$ cat src/rtl/viterbi_pkg.sv
`default_nettype none
// ============================================================================
// Module  : viterbi_pkg
// Brief   : Shared state encoding and pipe-depth default for the BER monitor.
// Revision: 1.0 - initial release
// ============================================================================
package viterbi_pkg;

  typedef enum logic [1:0] {
    WARMUP = 2'd0,
    ACQ    = 2'd1,
    LOCKED = 2'd2
  } ber_state_t;

  // Matches the reference-bit delay pipe depth so its reset zeros are flushed.
  localparam int unsigned SKIP_DEFAULT = 32;

endpackage
`default_nettype wire

$ cat src/rtl/sat_counter.sv
`default_nettype none
// ============================================================================
// Module  : sat_counter
// Brief   : Width-parameterised saturating accumulator (+1 on inc or add-bit).
// Revision: 1.0 - initial release
// ============================================================================
module sat_counter #(
  parameter int W = 32
) (
  input  logic         clk,
  input  logic         rst,
  input  logic         i_clear,
  input  logic         i_inc,
  input  logic         i_add_bit,
  output logic [W-1:0] o_count
);

  logic [W-1:0] r_count;
  logic         w_add;

  // Callers drive at most one of inc/add-bit, so the step is never above one.
  assign w_add = i_inc | i_add_bit;

  always_ff @(posedge clk) begin
    if (rst || i_clear) begin
      r_count <= '0;
    end else if (w_add && (r_count != {W{1'b1}})) begin
      r_count <= r_count + 1'b1;
    end
  end

  assign o_count = r_count;

endmodule
`default_nettype wire

$ cat src/rtl/ber_monitor.sv
`default_nettype none
// ============================================================================
// Module  : ber_monitor
// Brief   : Decoded-vs-reference bit error counter with windowed lock detect.
// Revision: 1.0 - initial release
// ============================================================================
module ber_monitor
  import viterbi_pkg::*;
#(
  parameter int SKIP         = SKIP_DEFAULT,
  parameter int WINDOW       = 1024,
  parameter int WIN_W        = 11,
  parameter int TOT_W        = 32,
  parameter int LOCK_THRESH  = 8,
  parameter int LOSS_WINDOWS = 3
) (
  input  logic             clk,
  input  logic             reset,
  input  logic             valid,
  input  logic             ref_bit,
  input  logic             dec_bit,
  input  logic             clear,
  output logic             err_pulse,
  output logic             window_done,
  output logic [WIN_W-1:0] win_errs,
  output logic [TOT_W-1:0] total_errs,
  output logic [TOT_W-1:0] total_bits,
  output logic             locked
);

  localparam int SK_W  = (SKIP > 0) ? $clog2(SKIP + 1) : 1;
  localparam int BAD_W = $clog2(LOSS_WINDOWS + 1);
  localparam ber_state_t RST_STATE = (SKIP == 0) ? ACQ : WARMUP;
  localparam logic [SK_W-1:0]  SKIP_LAST = SK_W'(SKIP - 1);
  localparam logic [WIN_W-1:0] WIN_LAST  = WIN_W'(WINDOW);
  localparam logic [WIN_W-1:0] THRESH    = WIN_W'(LOCK_THRESH);
  localparam logic [BAD_W-1:0] BAD_LAST  = BAD_W'(LOSS_WINDOWS - 1);

  ber_state_t       r_state;
  logic [SK_W-1:0]  r_skip;
  logic [BAD_W-1:0] r_bad;
  logic [WIN_W-1:0] r_wbits;
  logic [WIN_W-1:0] r_werrs;
  logic [WIN_W-1:0] r_win_errs;
  logic             r_err_pulse;
  logic             r_done;
  logic             r_locked;

  logic             w_err;
  logic             w_cmp;
  logic [WIN_W-1:0] w_wbits_nxt;
  logic [WIN_W-1:0] w_werrs_nxt;
  logic             w_close;
  logic             w_good;

  assign w_err       = ref_bit ^ dec_bit;
  assign w_cmp       = valid && !clear && (r_state != WARMUP);
  assign w_wbits_nxt = r_wbits + 1'b1;
  assign w_werrs_nxt = r_werrs + {{(WIN_W-1){1'b0}}, w_err};
  assign w_close     = w_cmp && (w_wbits_nxt == WIN_LAST);
  assign w_good      = (w_werrs_nxt <= THRESH);

  always_ff @(posedge clk) begin
    if (reset) begin
      r_state     <= RST_STATE;
      r_skip      <= '0;
      r_bad       <= '0;
      r_wbits     <= '0;
      r_werrs     <= '0;
      r_win_errs  <= '0;
      r_err_pulse <= 1'b0;
      r_done      <= 1'b0;
      r_locked    <= 1'b0;
    end else begin
      r_err_pulse <= w_cmp && w_err;
      r_done      <= w_close;
      if (clear) begin
        // Only the open window and the totals are wiped; lock status survives.
        r_wbits <= '0;
        r_werrs <= '0;
      end else if (valid) begin
        case (r_state)
          WARMUP: begin
            r_skip <= r_skip + 1'b1;
            if (r_skip == SKIP_LAST) begin
              r_state <= ACQ;
            end
          end
          ACQ, LOCKED: begin
            if (w_close) begin
              r_wbits    <= '0;
              r_werrs    <= '0;
              r_win_errs <= w_werrs_nxt;
              if (r_state == ACQ) begin
                if (w_good) begin
                  r_state  <= LOCKED;
                  r_locked <= 1'b1;
                  r_bad    <= '0;
                end
              end else if (w_good) begin
                r_bad <= '0;
              end else if (r_bad == BAD_LAST) begin
                r_state  <= ACQ;
                r_locked <= 1'b0;
                r_bad    <= '0;
              end else begin
                r_bad <= r_bad + 1'b1;
              end
            end else begin
              r_wbits <= w_wbits_nxt;
              r_werrs <= w_werrs_nxt;
            end
          end
          default: r_state <= RST_STATE;
        endcase
      end
    end
  end

  sat_counter #(.W(TOT_W)) u_total_bits (
    .clk       (clk),
    .rst       (reset),
    .i_clear   (clear),
    .i_inc     (w_cmp),
    .i_add_bit (1'b0),
    .o_count   (total_bits)
  );

  sat_counter #(.W(TOT_W)) u_total_errs (
    .clk       (clk),
    .rst       (reset),
    .i_clear   (clear),
    .i_inc     (1'b0),
    .i_add_bit (w_cmp && w_err),
    .o_count   (total_errs)
  );

  assign err_pulse   = r_err_pulse;
  assign window_done = r_done;
  assign win_errs    = r_win_errs;
  assign locked      = r_locked;

endmodule
`default_nettype wire

$ cat config.mk
export PLATFORM = sky130hd
export DESIGN_NAME = ber_monitor
export DESIGN_NICKNAME = d
export VERILOG_FILES = /design/src/rtl/viterbi_pkg.sv /design/src/rtl/sat_counter.sv /design/src/rtl/ber_monitor.sv
export SDC_FILE = /design/constraint.sdc
export NUM_CORES = 1
export LEC_CHECK = 0
export ABC_AREA = 1
export BUFFER_PORTS_ARGS = -buffer_cell sky130_fd_sc_hd__buf_2
export CAP_MARGIN = 20
export CELL_PAD_IN_SITES_DETAIL_PLACEMENT = 1
export CELL_PAD_IN_SITES_GLOBAL_PLACEMENT = 1
export CORE_ASPECT_RATIO = 0.9
export CORE_UTILIZATION = 41
export CTS_CLUSTER_DIAMETER = 200
export DETAILED_ROUTE_END_ITERATION = 12
export GPL_ROUTABILITY_DRIVEN = 0
export PLACE_DENSITY_LB_ADDON = 0.1
export SLEW_MARGIN = 20
export SYNTH_ARGS = -nofsm -noshare
export SYNTH_HDL_FRONTEND = slang
export SYNTH_SLANG_ARGS = --single-unit
$ cat constraint.sdc
create_clock -name clk -period 2.4 [get_ports clk]
set_clock_uncertainty 0.05 [all_clocks]
set_input_delay 0.24 -clock clk [delete_from_list [all_inputs] [get_ports clk]]
set_output_delay 0.24 -clock clk [all_outputs]
set_load 0.01 [all_outputs]
; Word-level counts from Yosys, hierarchy flattened
; Index checks and enable logic that the tools add are counted.
[totals]
ff_bits = 110
inputBits = 6
[op_classes]
n_addsub = 6
n_lt_le_gt_ge = 1
n_eq_ne = 14
mux = 17
n_bitwise = 2
n_reduce_logical = 19
[op_table]
columns = op, count
row1 = $add 32x1->32 const B, 2
row2 = $ne 32x32->1 const B, 2
row3 = $mux 11, 2
row4 = $mux 2, 10
row5 = $reduce_and 7->1, 2
row6 = $add 11x1->11, 1
row7 = $add 11x1->11 const B, 1
row8 = $eq 11x11->1 const B, 1
row9 = $le 11x4->1 const B, 1
row10 = $ne 3x3->1 const B, 3
row11 = $add 6x1->6 const B, 1
row12 = $eq 6x5->1 const B, 1
row13 = $logic_and 1x1->1, 6
row14 = $ne 2x2->1 const B, 3
row15 = $reduce_and 5->1, 1
row16 = $eq 2x2->1 const B, 2
row17 = $mux 1, 4
row18 = $pmux 2 s2, 1
row19 = $reduce_and 4->1, 1
row20 = $reduce_bool 2->1, 2
row21 = $reduce_or 2->1, 2
row22 = $reduce_and 3->1, 1
row23 = $add 2x1->2 const B, 1
row24 = $eq 2x1->1 const B, 1
row25 = 7 further kinds, 7

; Logic depth before layout (Yosys ltp)
; Gate-level depths: netlist (run 1).
[depth]
word_depth = 7
mapped_depth = 17

; By module
; Synthesis (run 1) repeated with hierarchy kept, for this count alone.
[unflattened]
cells_unflattened = 1089
hier_area_um2 = 6800.3
[modules_own_cells]
columns = module, n_inst, cells_per_inst, area_each_um2, seq_area_each_um2
row1 = ber_monitor, 1, 400, 2692.6, 920.9
row2 = sat_counter (u_total_errs), 1, 347, 2083.2, 640.6
row3 = sat_counter (u_total_bits), 1, 342, 2024.4, 640.6

; Worst setup path before layout (run 1)
; Ideal clock, no wire load.
[synth_path]
path_kind = input port to flip-flop
from = in dec_bit
to = reg r_state[1]
setup_time_ns = 0.113
t_arrival_ns = 1.929
setup_slack_ns = 0.308
path_stages = 16
path_buffers = 0
path_cell_list = xor2_1 > ha_1 > ha_1 > nand2_2 > nor2_4 > nand2_1 > o21ai_2 > nand2_2 > nor2_4 > nand2_4 > nand3_2 > nand3_2 > nor2_2 > nand2_1 > nand2_1 > nor2_1
[synth_via]
elab_chain_len = 5
word_cells_on_any_way = 7
[synth_rtl]
columns = item, line
row1 = "start, declared", ber_monitor.sv:21  ; input logic dec_bit,
row2 = $xor 1x1->1 (*), ber_monitor.sv:56  ; assign w_err = ref_bit ^ dec_bit;
row3 = $add 11x1->11 (*), ber_monitor.sv:59  ; assign w_werrs_nxt = r_werrs + {{(WIN_W-1){1'b0}}, w_err};
row4 = $le 11x4->1 (*), ber_monitor.sv:61  ; assign w_good = (w_werrs_nxt <= THRESH);
row5 = $ne 3x3->1 (no source line), n/a
row6 = $reduce_and 7->1 (no source line) (*), n/a
row7 = "end signal, assigned", ber_monitor.sv:65  ; r_state <= RST_STATE;
row8 = "end signal, assigned", ber_monitor.sv:86  ; r_state <= ACQ;
row9 = "end signal, assigned", ber_monitor.sv:96  ; r_state <= LOCKED;
row10 = "end, declared", ber_monitor.sv:39  ; ber_state_t r_state;
; Every way passes the cells marked *; elsewhere a longest branch is shown, timed or not.
; A chain may end at the register's enable or synchronous reset.

; Worst setup path after layout (run 1)
[layout_path]
from = reg r_state[0]
to = reg r_win_errs[5] (netlist: win_errs[5])
[layout_via]
elab_chain_len = 4
word_cells_on_any_way = 7
[layout_rtl]
columns = item, line
row1 = $reduce_bool 2->1, ber_monitor.sv:57  ; assign w_cmp = valid && !clear && (r_state != WARMUP);
row2 = $logic_and 1x1->1, ber_monitor.sv:57
row3 = $logic_and 1x1->1, ber_monitor.sv:60  ; assign w_close = w_cmp && (w_wbits_nxt == WIN_LAST);
row4 = $reduce_and 4->1 (no source line) (*), n/a
row5 = "end signal, assigned", ber_monitor.sv:93  ; r_win_errs <= w_werrs_nxt;
row6 = "end, declared", ber_monitor.sv:44  ; logic [WIN_W-1:0] r_win_errs;
; Marked as above.

==> metrics.md, run 1 <==
| Metric | Value |
|---|---|
| Status | completed |
| Synth cell types | between 40 and 50 |
| Synth Area per Inst | a little under 7 um2 |
| Ordered cell list for the critical path | inv_1, ha_1, nor2_1, buf_4, nand2_1, nor3_1, nand4_1, nor2_4, inv_2, nor2_8, o21ai_1, a21oi_1 |
| Register bit total from synthesis | 110 |
| Crit Path Max Fanout | 7 |
| Post-CTS Hold Buffers | 0 |
| Post-Route WL | approximately 18 mm |
| Layout area overhead | 17.50% |
| I/O Pins | between 80 and 90 |
| Tcrit/Tclk final | between 90% and 100% |
| YS warnings | 0 |
| Post-synthesis sequential area ratio | a little over a third |
| Starting DRT DRC Count | between 300 and 400 |
| Share of cells above drive strength 1 | 19.61% |
| Worst ir drop on vdd | approximately 0.00037 V |
| Dpl hpwl | approximately 14 mm |
| Syn nets | just over 900 |
| Post-Syn Instances | 911 |
| Most frequent cell after synthesis | nand2_1 |
| Diode count | 0 |
| Post-synth top area share | around 36% |
| Post-synth EDFFs | 0 |
| Avg WL per Cell | 14.95 um |
| Req. time, crit path | around 2.6 ns |
| Post-synth top cells | 201 x nand2_1, 110 x dfxtp_1, 101 x nor2_1, 94 x inv_1, 75 x a21oi_1 |
| Clk root buf | clkbuf_16 |
| Minimum clock period | ~2.2 ns |
| Clock Pin Slew Worst Setup and Hold Paths | 0.07 ns |
| Largest family of logic cells by synthesized area | simple AND/OR/NAND/NOR gates |
| Final Hold Viols | 0 |
| FP Rows | 42 |
| Number of buffers created by CTS | 9 |
| GRT Overall Usage | between 20% and 30% |
| Compound-cell area share of the yosys netlist | 11.89% |
| Post-layout nets | just over 1000 |
| Pwr per Cell Area | roughly 470 nW/um2 |
| Vias/cell | between 5 and 6 |
| Clock sink count | 110 |
| Initial DRT Pass Iterations | 4 |
| Synth Area in XOR/XNOR | around 3% |
| Slowest CP cell | dfxtp_1 |
| Total die area | around 16000 um2 |
| Clock Latency Late Sink | 0.36 ns |
| Die W | roughly 130 um |
| Number of remaining DRC errors | 0 |
| Hold crit path type | in2reg |
| Max-Cap Viols | 0 |
| Dpl ws | -0.07891 ns |
| Synth area leaders | dfxtp_1 36%, nand2_1 12%, nor2_1 6.1%, a21oi_1 6.1%, inv_1 5.7% |
| Critical Path Max Stage Delay | ~0.37 ns |
| Initial antenna violation count | 0 |
| Post-Synth Simple-Gate Area | 38.77% |
| Post-Syn Area | between 6000 and 7000 um2 |
| Post-DP Area | 6960 um2 |
| Clock Tree Buf Depth | 2 |
| Lkg Pwr | 2.755 nW |
| Worst setup SP type | register |
| Vias in the first global route | approximately 6000 |
| Setup violators final | 0 |
| Max Clk Rate | 449.4 MHz |
| Number of I/O port buffers | slightly above 80 |
| Core ar. | 14710 um2 |
| Adder-Cell Fraction of Synth Area | under 10% |
| RSZ-0062 raised after global routing | yes |
| Final Instance Area | between 7000 and 8000 um2 |
| Rel. slew slack | roughly three fifths |
| Slew @ Worst Pin | about 0.58 ns |
| Die height | roughly 120 um |
| Setup ws final | around 0.17 ns |
| CTS tree | built |
| CP endpoint kind | register |
| Most common flop cell mapped by yosys | dfxtp_1 |
| CP arrival | 2.47 ns |
| Pins Over Slew Limit | 0 |
| Cell taking the most area after synthesis | dfxtp_1 |
| First-pass GRT wire length | between 30 and 40 mm |
| Post-route ant nets | 0 |
| Setup CP Type | reg2reg |
| Fin Hold WS | about 0.17 ns |
| Largest net degree at the start of global routing | 38 |
| Synth async-reset ratio | 0% |
| H-tree levels | 3 |
| Initial Util | between 40% and 50% |
| DR vias | 6198 |
| Global route overflow | 0 |
| Post-synthesis mux area share | 0% |
## final timing paths
check,from,end,slack (ns),cells past startpoint
setup / recovery,r_state[0]$_SDFFE_PP0P_,win_errs[5]$_SDFFE_PP0P_,0.17,12
hold / removal,reset,err_pulse$_SDFF_PP0_,0.17,2
setup reg to reg,r_state[0]$_SDFFE_PP0P_,win_errs[5]$_SDFFE_PP0P_,0.17,12
hold reg to reg,win_errs[1]$_SDFFE_PP0P_,win_errs[1]$_SDFFE_PP0P_,0.43,2
## kinds of logic (layout without fill, tap and decap cells)
| kind of cell | after synthesis | after routing |
|---|---|---|
| AOI/OAI and AO/OA | 139 | 139 |
| xor gates and xnor gates | 21 | 21 |
| adders and majority gates | 11 | 11 |
| buffers and inverters | 134 | 238 |
| DFF | 110 | 110 |
| and+or+nand+nor | 496 | 496 |
## flip-flops by register name, indices dropped and copies added (netlist names)
register              flops
r_bad                     2
err_pulse                 1
r_state                   2
r_werrs                  11
u_total_errs.o_count     32
window_done               1
r_wbits                  11
u_total_bits.o_count     32
win_errs                 11
r_skip                    6
locked                    1
## cell usage in the layout, fill, tap and decap left out, types with 3 or more instances in the layout
cell,synthesis,final
nor3_2,3,4
clkbuf_16,0,9
nor3b_1,5,5
buf_4,1,28
xor2_1,14,14
inv_2,18,16
nand3_2,6,6
nand3_1,50,50
nor2_2,9,11
dfxtp_1,110,110
xnor2_1,7,7
o21ai_0,31,31
ha_1,11,9
nor4_1,8,8
nand4_1,36,36
and3_1,3,3
nand2_2,9,9
nand2_1,201,201
inv_1,94,94
nor2_4,9,10
a21oi_1,75,75
nor3_1,42,41
nand3b_1,3,3
o21ai_1,20,20
buf_2,5,83
nor2_1,101,98
## worst max-delay path: cells and delay by family, from the launching register on
kind / cells / cell delay (ns)
adders and majority gates: 1 / 0.24
buffers and inverters: 3 / 0.36
AOI/OAI and AO/OA: 2 / 0.23
and+or+nand+nor: 6 / 0.90
DFF: 1 / 0.37
## routing by layer
layer	track usage [%]	part of all wire, %
met4	4.578	0.53
met3	4.419	3.2
met1	34.72	52
met2	37.70	44
met5	0	0
## through the flow
| stage | utilization [%] | power (W) | std cells | TNS [ns] |
|---|---|---|---|---|
| final | 49.51 | 0.003402 | 1213 | 0 |
| after global routing | 49.51 | 0.003516 | 1213 | 0 |
| after CTS | 49.20 | 0.003458 | 1212 | 0 |
| after detailed placement | 47.30 | 0.001949 | 1198 | -0.2354 |
| after global placement | 47.30 | 0.001947 | 1198 | 0 |
| after floorplan | - | 0.001919 | 911 | 0 |
## timing repair
item | in CTS | in global routing
setup endpoints to repair | 0 | 14
buffers inserted | 0 | 1
resized for setup | 0 | 10
## final cells by class
| type | instances | area, um2 |
|---|---|---|
| multi-input combinational | 667 | 3485 |
| clock inverter | 4 | 50.05 |
| inverter | 112 | 425.4 |
| fill | 1985 | 7430 |
| tap | 198 | 247.7 |
| sequential | 110 | 2202 |
| clock buffer | 10 | 229.0 |
| timing repair buffer | 112 | 645.6 |
## report_power, final
group / leakage, nW / internal (W) / switching, W
registers: 0.886 / 0.00183 / 0.00000223
clock network: 0.130 / 0.000798 / 0.000698
logic: 1.74 / 0.0000231 / 0.0000549
total: 2.76 / 0.00265 / 0.000755
No activity file was read; power rests on OpenSTA's default activity.
==> inputs of run 2 (changes only) <==
- CORE_ASPECT_RATIO: 0.9 -> 0.5
==> run 2 against run 1 <==
Wire length rose by 4.2%. Maximum frequency decreased by 0.20%. First-iteration DRC count fell by 23%. Clock power barely moved. Power about the same. Flip-flop and latch count did not move. Utilization increased by 0.62 points. Clock-buffer cell count up 1. Register-to-register slack barely moved. Highest routed layer unchanged.
==> metrics.md, run 2 (same netlist as run 1, synthesis figures left out) <==
| Metric | Value |
|---|---|
| Clock Pin Slew Worst Setup and Hold Paths | roughly 0.080 ns |
| Post-CTS Hold Buffers | 0 |
| Setup TNS | 0 ns |
| Initial DRT Pass Iterations | 4 |
| Total die area | ~16000 um2 |
| Hold crit path type | in2reg |
| Largest net degree at the start of global routing | 32 |
| Max-Cap Viols | 0 |
| Slowest CP cell | dfxtp_2 |
| Setup CP Type | reg2reg |
| Worst ir drop on vdd | roughly 0.00032 V |
| Avg WL per Cell | 15.54 um |
| Met2 usage in global routing | between 40% and 50% |
| Vias in the first global route | approximately 6300 |
| Share of cells above drive strength 1 | between 20% and 30% |
| Die height | between 80 and 90 um |
| Global route overflow | 0 |
| Max Clk Rate | ~450 MHz |
| Number of buffers created by CTS | 9 |
| RSZ-0062 raised after global routing | yes |
| CTS tree | built |
| Initial antenna violation count | 0 |
| Dpl hpwl | 14.58 mm |
| Post-route ant nets | 0 |
| Vias/cell | between 5 and 6 |
| Critical Path Max Stage Delay | roughly 0.35 ns |
| I/O Pins | 84 |
| Fin Hold WS | 0.1931 ns |
| Met3 Use GR | approximately 4.5% |
| GRT Overall Usage | 24.75% |
| First-pass GRT wire length | about 31 mm |
| Number of remaining DRC errors | 0 |
| Commonest cells after routing, fill and taps aside | 201 x nand2_1, 108 x dfxtp_1, 98 x nor2_1, 94 x inv_1, 83 x buf_2 |
| Setup violators final | 0 |
| Clock sink count | 110 |
| DR vias | between 6000 and 7000 |
| Initial Util | a little over two fifths |
| Post-Route WL | 18.90 mm |
| Most common cell after layout, fill and taps aside | nand2_1 |
| Lkg Pwr | approximately 2.8 nW |
| Diode count | 0 |
| Tcrit/Tclk final | ~93% |
| Clock Tree Buf Depth | 2 |
| Ordered cell list for the critical path | inv_1, ha_1, nor2_2, nand2_1, inv_1, nand2_2, buf_4, or2_1, nor2_2, nand2_1, nand2_1, nand2_1, nor2_1 |
| Minimum clock period | 2.230 ns |
| Slew @ Worst Pin | 0.6804 ns |
| Status | completed |
| Number of I/O port buffers | just over 80 |
| CP arrival | about 2.5 ns |
| Layout area overhead | 18.22% |
| Worst setup SP type | register |
| FP Rows | 31 |
| Pins Over Slew Limit | 0 |
| Clk root buf | clkbuf_16 |
| Starting DRT DRC Count | roughly 240 |
| Busiest grt layer | met2 |
| CP endpoint kind | register |
| Post-layout nets | slightly above 1000 |
| CP dominant cell by count | nand2_1 |
| Pwr per Cell Area | 464.4 nW/um2 |
| H-tree levels | 3 |
| Met1 usage | 32.69% |
| Final Hold Viols | 0 |
| Crit Path Max Fanout | 5 |
| Final Power | 0.003404 W |
| Clock Latency Late Sink | around 0.35 ns |
| Core ar. | 14620 um2 |
| Req. time, crit path | roughly 2.6 ns |
| Rel. slew slack | approximately 55% |
| Die W | about 180 um |
-- run 2: routing by layer --
metal  routed length (um)  up-vias
met4                  126        0
met5                    0        -
met3                  655       10
li1                     -     3205
met1                 9223     3071
met2                 8897      106
-- run 2: worst paths after layout --
check / depth (start not counted) / slack [ns] / startpoint / end
worst min-delay path: 2 / 0.19 / reset / err_pulse$_SDFF_PP0_
worst max-delay path: 13 / 0.17 / r_state[0]$_SDFFE_PP0P_ / u_total_errs.o_count[24]$_SDFFE_PP0P_
worst min register to register: 2 / 0.43 / win_errs[0]$_SDFFE_PP0P_ / win_errs[0]$_SDFFE_PP0P_
worst max register to register: 13 / 0.17 / r_state[0]$_SDFFE_PP0P_ / u_total_errs.o_count[24]$_SDFFE_PP0P_
-- run 2: where the power goes --
group | internal, W | switching, W
logic | 0.0000226 | 0.0000548
registers | 0.00183 | 0.00000220
clock network | 0.000773 | 0.000726
-- run 2: timing repair --
item                                    in CTS  in global routing
endpoints found under the setup margin       0                 27
buffers inserted                             0                  2
gates resized for setup                      0                 12
-- run 2: final cells by class --
cell class | instances | area [um2]
clock buffers | 11 | 252.7
inverters | 112 | 422.9
well taps | 198 | 247.7
repair buffers | 113 | 653.1
fillers | 1950 | 7293
flip-flops and latches | 110 | 2205
clock inverters | 5 | 42.54
multi-input cells | 667 | 3506
-- run 2: metrics by stage --
stage	setup WS [ns]	util (%)	instances	cell area (um2)
finish	0.1704	50.12	1216	7330
CTS	0.1041	49.62	1214	7256
floorplan	0.3082	-	911	6200
global route	-0.005661	50.12	1216	7330
global placement	0.06824	47.60	1198	6960
detailed placement	-0.04250	47.60	1198	6960
-- run 2: critical path, delay by kind of cell (launching register included) --
family                     cells  cell delay, ns
adders and majority gates      1            0.25
buffers and inverters          3            0.38
DFF                            1            0.35
and+or+nand+nor                9            1.13
==> inputs of run 3 (changes only) <==
- CTS_CLUSTER_DIAMETER: 200 -> 100
- SYNTH_HIERARCHICAL: default -> 1
==> run 3 against run 2 <==
Largest cell class unchanged. Critical path type unchanged. Register-to-register slack got worse by 0.05 ns. Cell count increased by 17%. Setup slack got worse by 0.054 ns. Sequential power about the same. First-iteration DRC count increased by 7.5%. Clock power increased by 5%. Maximum frequency decreased by 2.4%. Area after synthesis increased by 9.7%. Highest routed layer unchanged. Synthesized cell count increased by 20%. Die area increased by 9.5%. Combinational power increased by 140%.
==> metrics.md, run 3 <==
| Metric | Value |
|---|---|
| Status | completed |
| H-tree levels | 3 |
| Critical Path Max Stage Delay | about 0.38 ns |
| FP Rows | 32 |
| Total die area | around 17000 um2 |
| CP arrival | 2.52 ns |
| Avg WL per Cell | 14.71 um |
| Lkg Pwr | 3.659 nW |
| Most common cell after layout, fill and taps aside | nand2_1 |
| Number of I/O port buffers | 83 |
| I/O Pins | between 80 and 90 |
| Buf+Inv Stages, Crit Path | 2 |
| Clk pwr share | roughly 43% |
| Starting DRT DRC Count | around 260 |
| Post-Syn Instances | between 1000 and 1500 |
| Number of buffers created by CTS | 9 |
| Post-synth EDFFs | 0 |
| First-pass GRT wire length | around 34 mm |
| Most frequent cell after synthesis | nand2_1 |
| Post-synthesis sequential area ratio | between 30 and 40% |
| Busiest grt layer | met2 |
| YS warnings | 6 |
| Setup violators final | 0 |
| CP endpoint kind | register |
| Req. time, crit path | approximately 2.6 ns |
| Crit path max-delay family | simple AND/OR/NAND/NOR gates |
| Met1 usage | between 20% and 30% |
| Net Sw Frac | approximately 25% |
| Minimum clock period | between 2 and 2.5 ns |
| Largest net degree at the start of global routing | 27 |
| Cell taking the most area after synthesis | dfxtp_1 |
| Post-Syn Area | slightly below 7000 um2 |
| Max-Cap Viols | 0 |
| Synth cell types | between 40 and 50 |
| Crit Path Max Fanout | 7 |
| Clock sink count | 110 |
| Register area | about 2200 um2 |
| Post-layout nets | about 1200 |
| Clock Latency Late Sink | roughly 0.36 ns |
| Internal | approximately 0.0027 W |
| Worst ir drop on vdd | between 0.0003 and 0.0004 V |
| Layout area overhead | 17.70% |
| GRT Overall Usage | between 20% and 30% |
| Global route overflow | 0 |
| Clock Pin Slew Worst Setup and Hold Paths | 0.08 ns |
| Final Power | 0.003626 W |
| Comb power frac | approximately 5.2% |
| Max Clk Rate | between 400 and 500 MHz |
| Core ar. | 15820 um2 |
| Synth area leaders | dfxtp_1 32%, nand2_1 19%, nor2_1 11%, inv_1 6.1%, a21oi_1 4.3% |
| Vias in the first global route | 7041 |
| CP dominant cell by count | nand2_2 |
| Final Hold Viols | 0 |
| # placed instances | ~1400 |
| Commonest cells after routing, fill and taps aside | 344 x nand2_1, 201 x nor2_1, 110 x inv_1, 106 x dfxtp_1, 83 x buf_2 |
| Initial antenna violation count | 0 |
| Post-route ant nets | 0 |
| CTS tree | built |
| Met2 usage in global routing | 47.16% |
| Pins Over Slew Limit | 0 |
| Register bit total from synthesis | 110 |
| Slowest CP cell | dfxtp_1 |
| Post-synth top cells | 344 x nand2_1, 206 x nor2_1, 111 x inv_1, 110 x dfxtp_1, 58 x a21oi_1 |
| Ordered cell list for the critical path | ha_4, nand2_2, o21ai_1, nand2_1, nor2_2, nand2_2, nor2_4, nand3_2, nor3b_4, buf_12, buf_4, o21ai_2, nor2_1 |
| Synth async-reset ratio | 0% |
| Die height | approximately 93 um |
| Post-Layout Cell Count | 1418 |
| Area used by multi-input combinational logic | 4069 um2 |
| Number of remaining DRC errors | 0 |
| Share of cells above drive strength 1 | between 10% and 20% |
| Sequential share of power | between 50% and 60% |
| Initial DRT Pass Iterations | 4 |
| Met3 Use GR | under 10% |
| Synth Area per Inst | about 6.2 um2 |
| DR vias | 7134 |
| Clock Tree Buf Depth | 2 |
| Vias/cell | roughly 5 |
| Setup CP Type | reg2reg |
| Clk root buf | clkbuf_16 |
| Initial Util | between 40% and 50% |
| Slew @ Worst Pin | 0.7390 ns |
| Post-synth top area share | roughly 32% |
| Tcrit/Tclk final | between 90% and 100% |
| Dpl hpwl | between 15 and 20 mm |
| Hold crit path type | in2reg |
| Diode count | 0 |
| Net load switching power | ~0.0009 W |
| Most common flop cell mapped by yosys | dfxtp_1 |
| Die W | about 180 um |
| Post-Route WL | 20.85 mm |
| Worst setup SP type | register |
| Rel. slew slack | 50.68% |
| Fillers | 2193 |
| Pwr per Cell Area | 453.0 nW/um2 |
[run 3: changes by cell type after synthesis, moves of 8 or more]
cell / previous run / this run
inv_1: 94 / 111
nand4_1: 36 / 7
nand2_1: 201 / 344
nor2_1: 101 / 206
xor2_1: 14 / 22
nor4_1: 8 / 0
a21oi_1: 75 / 58
inv_2: 18 / 7
o21ai_0: 31 / 19
nor3_1: 42 / 14
[run 3: logic make-up after synthesis]
group                    Yosys count  share of synthesized area, %
AND/OR/NAND/NOR                  688                         44.51
adder cells (fa/ha/maj)           11                         2.024
flip-flops                       110                         32.38
XOR/XNOR                          28                         3.606
other                              1                       0.05514
AO/OA/AOI/OAI                    107                         8.409
buffers and inverters            144                         9.016
[run 3: power by group through the flow]
| stage | logic [W] | clock network [W] | registers [W] |
|---|---|---|---|
| floorplan | 0.000125 | 0 | 0.00191 |
| global placement | 0.000180 | 0 | 0.00191 |
| detailed placement | 0.000187 | 0 | 0.00191 |
| CTS | 0.000188 | 0.00163 | 0.00186 |
| global route | 0.000209 | 0.00170 | 0.00187 |
| finish | 0.000187 | 0.00157 | 0.00186 |
[run 3: through the flow]
step                utilization [%]  worst slack (ns)  area (um2)  setup TNS [ns]  hold WS (ns)
floorplan                         -            0.1177        6804               0        0.3735
global placement              47.71           -0.1080        7545         -0.3814        0.3953
detailed placement            47.71           -0.2218        7545         -0.8762        0.4256
CTS                           49.68          0.008932        7856               0        0.1799
global route                  50.61          -0.03002        8004         -0.1037        0.1735
finish                        50.61            0.1164        8004               0        0.1732
[run 3: worst paths after layout]
check	cells past startpoint	slack, ns	endpoint	startpoint
setup / recovery	13	0.12	win_errs[5]$_SDFFE_PP0P_	r_wbits[1]$_SDFFE_PP0P_
setup reg to reg	13	0.12	win_errs[5]$_SDFFE_PP0P_	r_wbits[1]$_SDFFE_PP0P_
hold reg to reg	2	0.44	r_werrs[0]$_SDFFE_PP0P_	r_werrs[0]$_SDFFE_PP0P_
hold / removal	3	0.17	err_pulse$_SDFF_PP0_	valid
[run 3: layout make-up]
class | count | area share (%)
timing repair buffer | 113 | 8.535
inverter | 122 | 5.768
multi-input combinational | 836 | 50.84
clock inverter | 7 | 1.016
clock buffer | 9 | 2.814
tap | 221 | 3.455
sequential | 110 | 27.58
[run 3: worst min-delay path, cell delays in order]
cell and delay, ns:
buf_2 0.14, nand3_4 0.11, nor3_1 0.05
[run 3: per-layer routing]
layer | part of all wire (%) | vias up
li1 | - | 3580
met1 | 45 | 3428
met2 | 51 | 102
met3 | 3.0 | 24
met4 | 1.3 | 0
met5 | 0 | -
[run 3: repair_timing]
item	4_1_cts	5_1_grt
endpoints found under the hold margin	0	0
hold buffers	0	0
setup endpoints to repair	11	49
resized for setup	1	21
gates cloned	0	1
buffers inserted	0	4
pin swaps	0	8
